`src/rtl/axis_vae_frame_builder.sv`:
```
// axis_vae_frame_builder
// Holds one set of VAE weight/bias words loaded over a config AXI-Stream.
// For every feature vector it emits the full frame the VAE core expects:
// WB_WORDS weight/bias beats, then N_FEAT feature beats (feature in the top
// FEAT_W bits), with tlast on the final beat.
//
// Optional build macro: VAE_FRAME_CNT_EN adds a 16-bit frame_count output
// that counts accepted tlast beats (wrapping).
//
// Handshake rule on every stream: a beat transfers on the rising clock edge
// where tvalid and tready are both 1; a source holding tvalid=1 keeps tdata
// and tlast stable until that edge, and tvalid never depends on tready.
module axis_vae_frame_builder #(
    parameter int WB_WORDS = 27,
    parameter int N_FEAT   = 9,
    parameter int FEAT_W   = 16,
    parameter int DATA_W   = 64
) (
    input  logic              aclk,
    input  logic              aresetn,
    input  logic [DATA_W-1:0] s_cfg_axis_tdata,
    input  logic              s_cfg_axis_tvalid,
    input  logic              s_cfg_axis_tlast,
    output logic              s_cfg_axis_tready,
    input  logic [FEAT_W-1:0] s_feat_axis_tdata,
    input  logic              s_feat_axis_tvalid,
    input  logic              s_feat_axis_tlast,
    output logic              s_feat_axis_tready,
    output logic [DATA_W-1:0] m_axis_tdata,
    output logic              m_axis_tvalid,
    output logic              m_axis_tlast,
    input  logic              m_axis_tready,
    output logic              cfg_loaded,
    output logic              cfg_err,
    output logic              feat_err
`ifdef VAE_FRAME_CNT_EN
    ,
    output logic [15:0]       frame_count
`endif
);

    localparam int CNT_W = $clog2(WB_WORDS + 1);
    localparam int FC_W  = $clog2(N_FEAT + 1);
    localparam logic [CNT_W-1:0] WB_LAST   = CNT_W'(WB_WORDS - 1);
    localparam logic [FC_W-1:0]  FEAT_LAST = FC_W'(N_FEAT - 1);

    typedef enum logic [2:0] {
        ST_IDLE,
        ST_LOAD,
        ST_READY,
        ST_SEND_WB,
        ST_SEND_FEAT
    } state_t;

    state_t            state_q, state_d;
    logic [CNT_W-1:0]  cfg_cnt_q, cfg_cnt_d;
    logic              cfg_drop_q, cfg_drop_d;
    logic [CNT_W-1:0]  wb_cnt_q, wb_cnt_d;
    logic [FC_W-1:0]   f_cnt_q, f_cnt_d;
    logic              cfg_loaded_q, cfg_loaded_d;
    logic              cfg_err_q, cfg_err_d;
    logic              feat_err_q, feat_err_d;

    logic [DATA_W-1:0] wb_mem_q [WB_WORDS];
    logic              mem_we;
    logic [CNT_W-1:0]  beat_idx;
    logic              cfg_rdy;
    logic              feat_last;

    // Next-state, counters, flags and all stream outputs
    always_comb begin
        state_d            = state_q;
        cfg_cnt_d          = cfg_cnt_q;
        cfg_drop_d         = cfg_drop_q;
        wb_cnt_d           = wb_cnt_q;
        f_cnt_d            = f_cnt_q;
        cfg_loaded_d       = cfg_loaded_q;
        cfg_err_d          = cfg_err_q;
        feat_err_d         = feat_err_q;
        mem_we             = 1'b0;
        s_feat_axis_tready = 1'b0;
        m_axis_tvalid      = 1'b0;
        m_axis_tlast       = 1'b0;
        m_axis_tdata       = '0;
        feat_last          = (f_cnt_q == FEAT_LAST);

        // Config is accepted only between frames; held off while in reset.
        cfg_rdy = aresetn && ((state_q == ST_IDLE) || (state_q == ST_LOAD) ||
                              (state_q == ST_READY));
        s_cfg_axis_tready = cfg_rdy;
        // A beat arriving outside LOAD is the first word of a new set.
        beat_idx = (state_q == ST_LOAD) ? cfg_cnt_q : '0;

        case (state_q)
            ST_IDLE, ST_LOAD, ST_READY: begin
                if (cfg_rdy && s_cfg_axis_tvalid) begin
                    cfg_loaded_d = 1'b0;
                    if ((state_q == ST_LOAD) && cfg_drop_q) begin
                        // Overlong set: discard until its tlast shows up.
                        if (s_cfg_axis_tlast) begin
                            state_d    = ST_IDLE;
                            cfg_drop_d = 1'b0;
                            cfg_cnt_d  = '0;
                        end
                    end else begin
                        mem_we = 1'b1;
                        if (s_cfg_axis_tlast) begin
                            cfg_cnt_d = '0;
                            if (beat_idx == WB_LAST) begin
                                cfg_loaded_d = 1'b1;
                                state_d      = ST_READY;
                            end else begin
                                cfg_err_d = 1'b1;
                                state_d   = ST_IDLE;
                            end
                        end else if (beat_idx == WB_LAST) begin
                            cfg_err_d  = 1'b1;
                            cfg_drop_d = 1'b1;
                            state_d    = ST_LOAD;
                        end else begin
                            cfg_cnt_d = beat_idx + 1'b1;
                            state_d   = ST_LOAD;
                        end
                    end
                end else if ((state_q == ST_READY) && cfg_loaded_q &&
                             s_feat_axis_tvalid) begin
                    state_d  = ST_SEND_WB;
                    wb_cnt_d = '0;
                end
            end

            ST_SEND_WB: begin
                m_axis_tvalid = 1'b1;
                m_axis_tdata  = wb_mem_q[wb_cnt_q];
                if (m_axis_tready) begin
                    if (wb_cnt_q == WB_LAST) begin
                        state_d = ST_SEND_FEAT;
                        f_cnt_d = '0;
                    end else begin
                        wb_cnt_d = wb_cnt_q + 1'b1;
                    end
                end
            end

            ST_SEND_FEAT: begin
                // Zero-latency pass-through; framing follows our own counter.
                m_axis_tdata       = {s_feat_axis_tdata, {(DATA_W-FEAT_W){1'b0}}};
                m_axis_tvalid      = s_feat_axis_tvalid;
                m_axis_tlast       = feat_last;
                s_feat_axis_tready = m_axis_tready;
                if (s_feat_axis_tvalid && m_axis_tready) begin
                    if (s_feat_axis_tlast != feat_last) begin
                        feat_err_d = 1'b1;
                    end
                    if (feat_last) begin
                        state_d = ST_READY;
                    end else begin
                        f_cnt_d = f_cnt_q + 1'b1;
                    end
                end
            end

            default: begin
                state_d = ST_IDLE;
            end
        endcase
    end

    // Control state register with asynchronous reset
    always_ff @(posedge aclk or negedge aresetn) begin
        if (!aresetn) begin
            state_q      <= ST_IDLE;
            cfg_cnt_q    <= '0;
            cfg_drop_q   <= 1'b0;
            wb_cnt_q     <= '0;
            f_cnt_q      <= '0;
            cfg_loaded_q <= 1'b0;
            cfg_err_q    <= 1'b0;
            feat_err_q   <= 1'b0;
        end else begin
            state_q      <= state_d;
            cfg_cnt_q    <= cfg_cnt_d;
            cfg_drop_q   <= cfg_drop_d;
            wb_cnt_q     <= wb_cnt_d;
            f_cnt_q      <= f_cnt_d;
            cfg_loaded_q <= cfg_loaded_d;
            cfg_err_q    <= cfg_err_d;
            feat_err_q   <= feat_err_d;
        end
    end

    // Weight/bias storage; contents only trusted while cfg_loaded is set
    always_ff @(posedge aclk) begin
        if (mem_we) begin
            wb_mem_q[beat_idx] <= s_cfg_axis_tdata;
        end
    end

    assign cfg_loaded = cfg_loaded_q;
    assign cfg_err    = cfg_err_q;
    assign feat_err   = feat_err_q;

`ifdef VAE_FRAME_CNT_EN
    logic [15:0] frame_count_q, frame_count_d;

    // Count frames whose final beat the core has accepted
    always_comb begin
        frame_count_d = frame_count_q;
        if (m_axis_tvalid && m_axis_tready && m_axis_tlast) begin
            frame_count_d = frame_count_q + 16'd1;
        end
    end

    // Frame counter register
    always_ff @(posedge aclk or negedge aresetn) begin
        if (!aresetn) begin
            frame_count_q <= '0;
        end else begin
            frame_count_q <= frame_count_d;
        end
    end

    assign frame_count = frame_count_q;
`endif

endmodule
```
`config.mk`:
```
export PLATFORM = sky130hd
export DESIGN_NAME = axis_vae_frame_builder
export DESIGN_NICKNAME = d
export VERILOG_FILES = /design/src/rtl/axis_vae_frame_builder.sv
export SDC_FILE = /design/constraint.sdc
export NUM_CORES = 2
export LEC_CHECK = 0
export ABC_CLOCK_PERIOD_IN_PS = 4380
export BUFFER_PORTS_ARGS = -buffer_cell sky130_fd_sc_hd__buf_2
export CAP_MARGIN = 20
export CELL_PAD_IN_SITES_DETAIL_PLACEMENT = 1
export CELL_PAD_IN_SITES_GLOBAL_PLACEMENT = 1
export CORE_UTILIZATION = 30
export CTS_BUF_LIST = sky130_fd_sc_hd__clkbuf_4 sky130_fd_sc_hd__clkbuf_8
export CTS_CLUSTER_DIAMETER = 40
export DETAILED_ROUTE_END_ITERATION = 12
export PLACE_DENSITY_LB_ADDON = 0.1
export SLEW_MARGIN = 0
export SYNTH_ARGS = -nofsm -noshare
export SYNTH_HDL_FRONTEND = slang
export SYNTH_SLANG_ARGS = --single-unit
export TNS_END_PERCENT = 50
```
`constraint.sdc`:
```
create_clock -name aclk -period 4.38 [get_ports aclk]
set_input_delay 0.219 -clock aclk [delete_from_list [all_inputs] [get_ports aclk]]
set_output_delay 0.219 -clock aclk [all_outputs]
set_load 0.03 [all_outputs]
```
; ---- After elaboration in Yosys (flattened, before gate mapping)
; Memory sizes are Yosys's and may differ from the RTL's.
; Cells that the tools add are included.
[totals]
register_bits = 21
ram_bits = 1728
elab_cells = 100
mem_count = 1
[op_classes]
n_addsub = 3
eq_ne = 22
muxes = 44
bitwise_logic = 1
reduce_logical = 21
[mem_list]
columns = name, depth, width, read_ports, rd_ports_with_merged_regs, write_ports, line_no
row1 = wb_mem_q, 27, 64, 1, 0, 1, 64  ; logic [DATA_W-1:0] wb_mem_q [WB_WORDS];
[op_table]
columns = operator, n
row1 = $pmux W64 S2, 1
row2 = $mux W5, 9
row3 = $mux W3, 9
row4 = $ne A2 B2 Y1 const B, 11
row5 = $reduce_and A5 Y1, 4
row6 = $mux W1, 16
row7 = $mux W4, 4
row8 = $add A5 B1 Y5 const B, 2
row9 = $eq A5 B5 Y1 const B, 2
row10 = $pmux W5 S2, 1
row11 = $pmux W3 S3, 1
row12 = $pmux W4 S2, 1
row13 = $eq A3 B2 Y1 const B, 2
row14 = $logic_and A1 B1 Y1, 6
row15 = $reduce_and A6 Y1, 1
row16 = $reduce_bool A2 Y1, 3
row17 = $add A4 B1 Y4 const B, 1
row18 = $eq A4 B4 Y1 const B, 1
row19 = $ne A4 B4 Y1 const B, 1
row20 = $reduce_and A4 Y1, 1
row21 = $eq A3 B1 Y1 const B, 1
row22 = $eq A3 B3 Y1 const B, 1
row23 = $logic_not A3 Y1, 1
row24 = $ne A3 B3 Y1 const B, 1
row25 = 9 further kinds, 10

; ---- Logic depth before layout (Yosys ltp)
[logic_depth]
depth_word = 9
depth_mapped = 11
depth_no_buf = 9

; ---- Worst setup path before layout
; No wires, ideal clock.
[synth_timing]
path_type = reg2reg
start = reg state_q[2]
end = mem wb_mem_q[11][0] (enable)
setup_time_ns = 0.487
arrival_time_ns = 4.370
t_required_ns = 3.893
slack_ns = -0.476
stages_incl_launch_ff = 9
path_buffers = 2
synth_period_minus_slack_ns = 4.856
path_cell_list = dfrtp_1 buf_4 nor3b_2 clkbuf_1 nand2_1 inv_1 ha_1 nand2_1 nor2_1
[synth_between]
elab_chain_cells = 9
[synth_rtl]
columns = element, line_no
row1 = start: declaration, 55  ; state_t state_q, state_d;
row2 = start signal: assignment, 181  ; state_q <= state_d;
row3 = $eq A3 B1 Y1 / $logic_not A3 Y1 (equally long branches), -
row4 = $logic_or A1 B1 Y1 (2 in series), 88  ; cfg_rdy = aresetn && ((state_q == ST_IDLE) || (state_q == ST_LOAD) ||
row5 = $logic_and A1 B1 Y1, 88
row6 = $logic_and A1 B1 Y1, 96  ; if (cfg_rdy && s_cfg_axis_tvalid) begin
row7 = $mux W1, 96
row8 = $mux W1, 94  ; case (state_q)
row9 = $mux W1, 194  ; if (mem_we) begin
row10 = $mux W1 (implied by the code), 195  ; wb_mem_q[beat_idx] <= s_cfg_axis_tdata;
row11 = end: declaration, 64
; Several ways; a longest one is shown, not always the timed one.

; ---- Final worst setup path
[layout_timing]
start = reg wb_cnt_q[4]
end = out m_axis_tdata[10]
[layout_between]
elab_chain_cells = 2
[layout_rtl]
columns = element, line_no
row1 = start: declaration, 58  ; logic [CNT_W-1:0] wb_cnt_q, wb_cnt_d;
row2 = start signal: assignment, 184  ; wb_cnt_q <= wb_cnt_d;
row3 = $mem_v2 Z27 W64, -
row4 = $pmux W64 S2, 94
row5 = end: declaration, 29  ; output logic [DATA_W-1:0] m_axis_tdata,
; No other way between the ends.

==> results.cfg <==
[layout]
layout_common_cells = 1728 x edfxtp_1, 364 x clkbuf_8, 296 x mux4_2
finalNonFillerCells = 7055
fin_area_mm2 = 0.08143
fillers = 21880
nets = 3900
final_common_cell = edfxtp_1
area.growth.synth_to_final_pct = 19.41
layout-drive-gt1-share_pct = 34.61

[synth]
synth_ff_type = edfxtp_1
synth-edff-count = 1728
ys_ff_latch = 1749
synthArstFlopShare_pct = 1.201
seq_area_frac_synth_pct = 76.87
synth_area_per_cell_um2 = 20.85
syn_nets = 3365
synthCells = 3270
yosys_warnings = 0
synth_area_mm2 = 0.06819
ys_types = 57

[placed_design]
dpl_worst_slack_ns = 0.9017
io_buffers = 157
numPlacedInstances = 6358
postPlaceCellArea_mm2 = 0.07355
dp_hpwl_um = 102100
place_congestion = 0.7141

[worst_setup_path]
crit_chain = or2_4 > buf_12 > buf_4 > a211oi_1 > nor3_1 > buf_2
crit_buf_inv = 3
r2r_end = wb_mem_q[19][18]$_DFFE_PP_
cp-end-kind = primary output
crit_slowest_cell = dfrtp_1
crit_family = buffers and inverters
reg2reg_from = state_q[0]$_DFFE_PN0P_
critPathLaunchType = flip-flop
critPathMaxStageDelay_ns = 0.87
arrival_ns = 3.86
cp.required_ns = 4.16
cp_max_fo = 16
rrSetupSlack_ns = 0.83
criticalPathCategory = reg -> out
r2r_cells = 8

[clock_tree]
cts.clk_slew.worst_paths_ns = 0.06
cts_inserted_buffers = 355
cts_tree = yes
cts_buffer_depth = 4
insertion_delay_ns = 1.05
cts.sinks = 1749
cts_htree_levels = 5
cts-root-buf = clkbuf_8

[pwr]
p_int_mw = 32.12
p_comb_share_pct = 19.7
switching_share_pct = 27.43
p_switching_mw = 12.14
max-vdd-ir-drop_mv = 0.2718
p_leak_nw = 25.24
p_per_area_mw_per_mm2 = 543.6
pwr-share-clk_pct = 37.9
power.share.sequential_pct = 42.4

[drt]
route.detailed.drc = 0
drt-total-wl_um = 197200
wl_per_cell_um = 27.95
viasPerCell = 4.922
drt_iter0_drc = 2124
ant_nets = 0
vias = 34720
drt_first_pass_iters = 5

[timing]
report.final.slew_viol_count = 0
min_period_over_period_pct = 93.09
worst_pin_slew_ns = 0.8088
fin_ws_ns = 0.3027
finalHoldViolations = 0
finalClockSkew_ns = 0.09816
rsz0062_at_grt = no
maxSlewHeadroom_pct = 46.08
finalSetupViolCount = 0
max_freq_mhz = 245.3
finalCriticalPeriod_ns = 4.077

[grt]
grt_remaining_overflow = 0
grt_pass1_wl_um = 279500
antenna_found_initial = 17
grt_max_degree = 74
grt_pass1_vias = 38200
grt.total_usage_pct = 17.08

[floorplanning]
ios = 158
die_h_um = 478.8
coreArea_mm2 = 0.2253
die-area_mm2 = 0.2292
start_util_pct = 30.26
die_x_um = 478.8
rows = 174

[hold_path]
hold_start = s_cfg_axis_tdata[27]
hp-class = in -> reg
hold_depth = 2
hold_path_end = wb_mem_q[13][27]$_DFFE_PP_

[job]
maxCapViolations = 0

[run_status]
status = finished clean
cells in the mapped netlist (47+ instances only):
cell type | count | area, um^2
mux2_2 | 230 | 2590
nor2b_1 | 57 | 356.6
a211oi_1 | 56 | 420.4
o21ai_0 | 71 | 355.3
buf_2 | 47 | 235.2
mux2i_1 | 166 | 1662
clkbuf_1 | 73 | 274.0
nor2_1 | 70 | 262.8
o22ai_1 | 77 | 481.7
nor3_1 | 49 | 245.2
edfxtp_1 | 1728 | 51890
nand2_1 | 61 | 229.0
mux4_2 | 296 | 6666
flip-flops by register name, indices dropped and copies added (netlist names), 3 cells and up:
register and count:
wb_mem_q 1728, wb_cnt_q 5, state_q 3, f_cnt_q 4
cfg_cnt_q 5
stage by stage:
stage	power (mW)	hold WS [ns]	util [%]	TNS, ns
floorplan	25.16	-0.07659	-	-611.07
CTS	45.02	0.06295	36.12	0
finish	44.27	0.1945	36.14	0
global route	46.17	0.1467	36.14	0
detailed placement	27.84	0.2363	32.64	0
global placement	27.71	0.2290	32.64	0
what timing repair did:
item / in CTS / in global routing
setup endpoints to repair: 26 / 3
cloned: 0 / 0
gates resized for setup: 5 / 0
hold buffers: 76 / 0
buffers inserted: 2 / 4
endpoints found under the hold margin: 1770 / 0
worst max path at each step:
stage / start / cells after the start / endpoint
3_3_place_gp: wb_cnt_q[0]$_DFFE_PN0P_ / 6 / m_axis_tdata[0]
6_report: wb_cnt_q[4]$_DFFE_PN0P_ / 6 / m_axis_tdata[10]
5_1_grt: wb_cnt_q[1]$_DFFE_PN0P_ / 8 / m_axis_tdata[60]
4_1_cts: wb_cnt_q[0]$_DFFE_PN0P_ / 7 / m_axis_tdata[29]
2_1_floorplan: state_q[2]$_DFFE_PN0P_ / 8 / wb_mem_q[11][0]$_DFFE_PP_
3_5_place_dp: state_q[0]$_DFFE_PN0P_ / 8 / wb_mem_q[19][6]$_DFFE_PP_
cell families (layout without fill, tap and decap cells):
logic type                 after synthesis  in the layout  share of synthesized area (%)
DFF                                   1749           1749                          76.87
muxes                                  692            692                          16.01
AOI/OAI and AO/OA                      319            319                          3.139
and+or+nand+nor                        302            302                          2.231
buffers and inverters                  195            987                          1.541
adders and majority gates                8              8                         0.1468
xor gates and xnor gates                 5              5                        0.06423
other                                    0              1                              0
cell type report:
cell class | count | area (um^2) | share of cell area (%)
antenna | 1 | 2.502 | 0.003073
clock buffer | 445 | 5618 | 6.899
clock inverter | 169 | 1400 | 1.719
inverter | 8 | 30.03 | 0.03688
multi-input combinational | 1326 | 14960 | 18.38
sequential | 1749 | 52430 | 64.39
tap | 2992 | 3744 | 4.597
timing repair buffer | 365 | 3239 | 3.978
power groups by stage:
stage | logic (mW) | registers (mW) | clock network [mW]
3_3_place_gp | 8.58 | 19.1 | 0
5_1_grt | 9.38 | 18.8 | 18.0
2_1_floorplan | 6.18 | 19.0 | 0
4_1_cts | 8.90 | 18.8 | 17.4
6_report | 8.73 | 18.8 | 16.8
3_5_place_dp | 8.70 | 19.1 | 0
layer usage:
| metal | routed length [um] | up-vias | GRT usage (%) |
|---|---|---|---|
| li1 | - | 14730 | - |
| met1 | 88440 | 18770 | 22.89 |
| met2 | 95770 | 897 | 28.19 |
| met3 | 8823 | 319 | 3.260 |
| met4 | 4087 | 10 | 4.824 |
| met5 | 69 | - | 0 |
worst reg2reg max path: stages, from the launching register on:
cell and delay (ns):
dfrtp_1 0.54, nor3b_2 0.47, buf_4 0.25, nand2_1 0.13, inv_1 0.11, ha_1 0.19, nand2_1 0.43, nor2_4 0.60
buf_4 0.40
(Power assumes the default switching activity.)
